==> src/rtl/hazard_scoreboard.sv <==
// Hazard unit for a 5-stage RISC-V pipeline: forwarding, load-use and long-op
// scoreboard stalls, branch flushes, and saturating stall/flush counters.
module hazard_scoreboard #(
    parameter int ADDR_W   = 5,
    parameter int MAX_PEND = 4,
    parameter int CNT_W    = 32
) (
    input  logic                             clk,
    input  logic                             rst_n,
    input  logic [ADDR_W-1:0]                Rs1D,
    input  logic [ADDR_W-1:0]                Rs2D,
    input  logic [ADDR_W-1:0]                RdD,
    input  logic                             LongD,
    input  logic [ADDR_W-1:0]                Rs1E,
    input  logic [ADDR_W-1:0]                Rs2E,
    input  logic [ADDR_W-1:0]                RdE,
    input  logic                             LongE,
    input  logic                             ResultSrcE0,
    input  logic                             PCSrcE,
    input  logic [ADDR_W-1:0]                RdM,
    input  logic [ADDR_W-1:0]                RdW,
    input  logic                             RegWriteM,
    input  logic                             RegWriteW,
    input  logic                             LongDoneW,
    input  logic [ADDR_W-1:0]                LongRdW,
    output logic                             StallF,
    output logic                             StallD,
    output logic                             FlushD,
    output logic                             FlushE,
    output logic [1:0]                       ForwardAE,
    output logic [1:0]                       ForwardBE,
    output logic [$clog2(MAX_PEND+1)-1:0]    PendCount,
    output logic [CNT_W-1:0]                 StallCnt,
    output logic [CNT_W-1:0]                 FlushCnt
);

    localparam int NREG = 2 ** ADDR_W;
    localparam int PC_W = $clog2(MAX_PEND + 1);

    logic [NREG-1:0]  r_pend;
    logic [PC_W-1:0]  r_pend_cnt;
    logic [CNT_W-1:0] r_stall_cnt;
    logic [CNT_W-1:0] r_flush_cnt;

    logic [NREG-1:0]  w_pend_next;
    logic             w_lw_stall;
    logic             w_sb_stall;
    logic             w_stall;
    logic             w_issue;
    logic             w_done;

    // Forwarding select for source A: M stage has priority over W stage
    always_comb begin
        ForwardAE = 2'b00;
        if ((Rs1E == RdM) && RegWriteM && (Rs1E != '0)) begin
            ForwardAE = 2'b10;
        end else if ((Rs1E == RdW) && RegWriteW && (Rs1E != '0)) begin
            ForwardAE = 2'b01;
        end else begin
            ForwardAE = 2'b00;
        end
    end

    // Forwarding select for source B: M stage has priority over W stage
    always_comb begin
        ForwardBE = 2'b00;
        if ((Rs2E == RdM) && RegWriteM && (Rs2E != '0)) begin
            ForwardBE = 2'b10;
        end else if ((Rs2E == RdW) && RegWriteW && (Rs2E != '0)) begin
            ForwardBE = 2'b01;
        end else begin
            ForwardBE = 2'b00;
        end
    end

    // Stall and flush decisions from load-use and scoreboard hazards
    always_comb begin
        w_lw_stall = ResultSrcE0 && (RdE != '0) && ((Rs1D == RdE) || (Rs2D == RdE));
        w_sb_stall = r_pend[Rs1D] || r_pend[Rs2D] || (r_pend[RdD] && (RdD != '0)) ||
                     (LongD && (r_pend_cnt == PC_W'(MAX_PEND)));
        w_stall    = w_lw_stall || w_sb_stall;
        StallF     = w_stall;
        StallD     = w_stall;
        FlushD     = PCSrcE;
        FlushE     = w_stall || PCSrcE;
    end

    // A completion only frees a slot if it names a pending register or the x0 slot
    always_comb begin
        w_issue     = LongE;
        w_done      = LongDoneW && ((LongRdW == '0) || r_pend[LongRdW]);
        w_pend_next = r_pend;
        if (LongDoneW && (LongRdW != '0)) begin
            w_pend_next[LongRdW] = 1'b0;
        end else begin
            w_pend_next = r_pend;
        end
        if (LongE && (RdE != '0)) begin
            w_pend_next[RdE] = 1'b1;
        end else begin
            w_pend_next[0] = 1'b0;
        end
    end

    // Pending-register bitmap
    always_ff @(posedge clk or negedge rst_n) begin
        if (!rst_n) begin
            r_pend <= '0;
        end else begin
            r_pend <= w_pend_next;
        end
    end

    // Long ops in flight; simultaneous issue and completion cancel out
    always_ff @(posedge clk or negedge rst_n) begin
        if (!rst_n) begin
            r_pend_cnt <= '0;
        end else if (w_issue && !w_done) begin
            if (r_pend_cnt != PC_W'(MAX_PEND)) begin
                r_pend_cnt <= r_pend_cnt + PC_W'(1);
            end
        end else if (w_done && !w_issue) begin
            if (r_pend_cnt != '0) begin
                r_pend_cnt <= r_pend_cnt - PC_W'(1);
            end
        end
    end

    // Saturating stall and flush performance counters
    always_ff @(posedge clk or negedge rst_n) begin
        if (!rst_n) begin
            r_stall_cnt <= '0;
            r_flush_cnt <= '0;
        end else begin
            if (w_stall && (r_stall_cnt != '1)) begin
                r_stall_cnt <= r_stall_cnt + CNT_W'(1);
            end
            if (PCSrcE && (r_flush_cnt != '1)) begin
                r_flush_cnt <= r_flush_cnt + CNT_W'(1);
            end
        end
    end

    assign PendCount = r_pend_cnt;
    assign StallCnt  = r_stall_cnt;
    assign FlushCnt  = r_flush_cnt;

endmodule

==> config.mk <==
export PLATFORM = sky130hd
export DESIGN_NAME = hazard_scoreboard
export DESIGN_NICKNAME = d
export VERILOG_FILES = /design/src/rtl/hazard_scoreboard.sv
export SDC_FILE = /design/constraint.sdc
export NUM_CORES = 1
export LEC_CHECK = 0
export ABC_AREA = 1
export BUFFER_PORTS_ARGS = -buffer_cell sky130_fd_sc_hd__buf_4
export CORE_MARGIN = 8
export CORE_UTILIZATION = 57
export DETAILED_ROUTE_END_ITERATION = 10
export HOLD_SLACK_MARGIN = 0.1
export PLACE_DENSITY = 0.79
export SLEW_MARGIN = 10
export SYNTH_ARGS = -nofsm -noshare
export SYNTH_HDL_FRONTEND = slang
export SYNTH_SLANG_ARGS = --single-unit
==> constraint.sdc <==
create_clock -name clk -period 2.4 [get_ports clk]
set_clock_uncertainty 0.2 [all_clocks]
set_input_delay 0.12 -clock clk [delete_from_list [all_inputs] [get_ports clk]]
set_output_delay 0.12 -clock clk [all_outputs]
set_load 0.05 [all_outputs]
==> results_dict.tcl <==
set metrics [dict create \
    core_area_um2 12400 \
    ctsLongestPathBuffers 2 \
    area_delta_synth_final_pct 31.7 \
    slew_viol_final 0 \
    power.leakage_nw 4.76 \
    worstPathArrival_ns 2.38 \
    cp_common_cell "o21ai_1" \
    hold_class "input port to flop" \
    hpwlAfterDp_mm 17.6 \
    cts_buffers 9 \
    setup-violations-final 0 \
    final_cell_area_um2 9400 \
    synth.yosys.seq_area_share_pct 34.7 \
    vias_per_cell 5.54 \
    cp_cell_sequence "inv_2 -> o22ai_2 -> o21ai_1 -> nand4_1 -> o31ai_4 -> ha_2 -> inv_1 -> fa_2 -> xor2_1 -> o21ai_1" \
    hold_viol 0 \
    io_pins 129 \
    min_period_over_period_pct 97.7 \
    grt_pass1_wl_mm 38.1 \
    ant_nets 0 \
    criticalPathCategory "flop to flop" \
    syn_inst 1047 \
    cpPeakStageDelay_ns 0.40 \
    placed_cell_area_um2 8670 \
    finalWeightedCongestion 0.998 \
    route.detailed.drc 0 \
    synth_ff_type "dfrtp_1" \
    yosysWarnings 0 \
    wire_per_inst_um 16.5 \
    async_flop_share_pct 100 \
    rsz0062_at_grt "true" \
    grt_pass1_vias 7590 \
    wl_mm 23.6 \
    io_buffers 128 \
    ys_ff_latch 99 \
    drtPass1Iterations 5 \
    vias 7928 \
    required_ns 2.44 \
    layout_commonest_cell "nand2_1" \
    synth_edf_count 0 \
    dp.cells 1386 \
    root_buffer "clkbuf_16" \
    cts_sinks 99 \
    overflow 0 \
    antenna_found_initial 0 \
    final_cell_mix "nand2_1 (312), buf_4 (191), nand3_1 (126)" \
    initial_core_util_pct 57.5 \
    critPathSlowestCell "dfrtp_1" \
    status "finished, final reports clean" \
    fill_cells 1056 \
    synth_cell_types 45 \
    layout-drive-gt1-share_pct 21.2 \
    grt_use_total_pct 28.9 \
    tightest_slew_ns 0.634 \
    num_rows 41 \
    die_area_um2 16400 \
    drt_iter0_drc 752 \
    drv_cap 0 \
    die-width_um 128 \
    final_cell_count_no_fill 1430 \
    tritoncts "done" \
    timing.fmax_ghz 0.426 \
    slew_headroom_pct 57.6 \
    finalPower_mw 6.26 \
    cts_max_level 3 \
    syn_area_um2 7140 \
    chipHeight_um 128 \
    startpoint_type "flop" \
    crit_fanout 2 \
    clk_pin_slew_ns 0.08 \
    power.density_nw_per_um2 666 \
    grt_max_degree 46 \
    clock_latency_ns 0.35 \
    synth.avg_cell_area_um2 6.82 \
    insertedDiodeCount 0 \
    end_kind "flop" \
    period_needed_ns 2.35 \
    final_nets 1311 \
    synth_fp_nets 1105 \
    vdd_drop_max_uv 1010 \
]
==> through the flow <==
step                      setup TNS (ns)  hold WS [ns]  setup WS (ns)  util (%)
after floorplan                  -0.0856        -0.376        -0.0856         -
after global placement            -0.287       -0.0798         -0.125      69.9
after detailed placement          -0.362       -0.0742         -0.162      69.9
after CTS                              0         0.151       0.000324      74.7
after global routing              -0.255         0.191        -0.0730      75.7
final                                  0         0.144         0.0548      75.7
==> cell usage after synthesis, types with 2 or more instances <==
master | n | area (µm²)
a21oi_1 | 5 | 25.0
and3_1 | 2 | 12.5
buf_2 | 11 | 55.1
buf_4 | 10 | 75.1
buf_6 | 6 | 67.6
clkbuf_1 | 2 | 7.51
dfrtp_1 | 99 | 2480
ha_1 | 3 | 37.5
inv_1 | 126 | 473
inv_2 | 7 | 26.3
nand2_1 | 316 | 1190
nand3_1 | 129 | 646
nand3_2 | 2 | 20.0
nand3b_1 | 2 | 15.0
nand4_1 | 29 | 181
nor2_1 | 68 | 255
nor2_2 | 3 | 18.8
nor2_4 | 2 | 22.5
nor3_1 | 32 | 160
nor4_1 | 9 | 56.3
o2111ai_1 | 2 | 17.5
o211ai_1 | 7 | 52.6
o21ai_0 | 79 | 395
o221ai_1 | 4 | 35.0
o22ai_1 | 6 | 37.5
xnor2_1 | 27 | 236
xor2_1 | 41 | 359
==> power by group <==
| group | switching [mW] | total [mW] | internal, mW | leakage (nW) |
|---|---|---|---|---|
| logic | 1.53 | 2.46 | 0.925 | 3.31 |
| clock network | 0.684 | 1.64 | 0.956 | 0.165 |
| registers | 0.245 | 2.16 | 1.92 | 1.28 |
==> critical path, delay by kind of cell (launching register included) <==
family	cells	cell delay [ns]
fa+ha+maj	2	0.57
buf+inv	2	0.12
xor+xnor	1	0.17
flops	1	0.40
simple gates	1	0.15
compound gates	4	0.62
==> final timing paths <==
path                                 startpoint                  endpoint  slack (ns)  cells after the start
min                                   LongDoneW  PendCount[0]$_DFFE_PN0P_        0.14                      5
min reg2reg                r_pend[27]$_DFF_PN0_      r_pend[27]$_DFF_PN0_        0.31                      2
max                        r_pend[11]$_DFF_PN0_  PendCount[2]$_DFFE_PN0P_        0.05                     10
max reg2reg                r_pend[11]$_DFF_PN0_  PendCount[2]$_DFFE_PN0P_        0.05                     10
max in group asynchronous                 rst_n   FlushCnt[1]$_DFFE_PN0P_        0.51                      4
min in group asynchronous                 rst_n  FlushCnt[18]$_DFFE_PN0P_        0.63                      3
==> final cells by class <==
class	instances	area, µm²	share of cell area [%]
well taps	172	215	2.29
flip-flops and latches	99	2480	26.4
clock inverters	6	93.8	0.999
multi-input cells	784	4050	43.1
repair buffers	224	1810	19.3
clock buffers	10	239	2.54
inverters	135	513	5.46
==> flip-flops by register name, summed over array words and instances (netlist names) <==
signal	count
StallCnt	32
r_pend	32
FlushCnt	32
PendCount	3
==> metal layers <==
layer | vias up | GRT usage, % | part of all wire [%]
met5 | - | 0 | 0
met4 | 0 | 8.74 | 2.4
met3 | 54 | 6.66 | 10
met2 | 389 | 45.8 | 45
met1 | 3662 | 38.4 | 42
li1 | 3823 | - | -
==> what timing repair did <==
item / in CTS / in global routing
hold buffers: 24 / 0
pin swaps: 3 / 11
buffers inserted: 2 / 2
setup endpoints to repair: 5 / 48
gates cloned: 0 / 0
hold endpoints to repair: 139 / 0
gates resized for setup: 5 / 38
==> logic make-up after synthesis <==
kind of cell,after synthesis,synth area share [%]
and+or+nand+nor,602,37.5
buffers and inverters,164,10.0
AOI/OAI and AO/OA,110,8.66
DFF,99,34.7
xor gates and xnor gates,68,8.34
adders and majority gates,4,0.806
(Power assumes the default switching activity.)
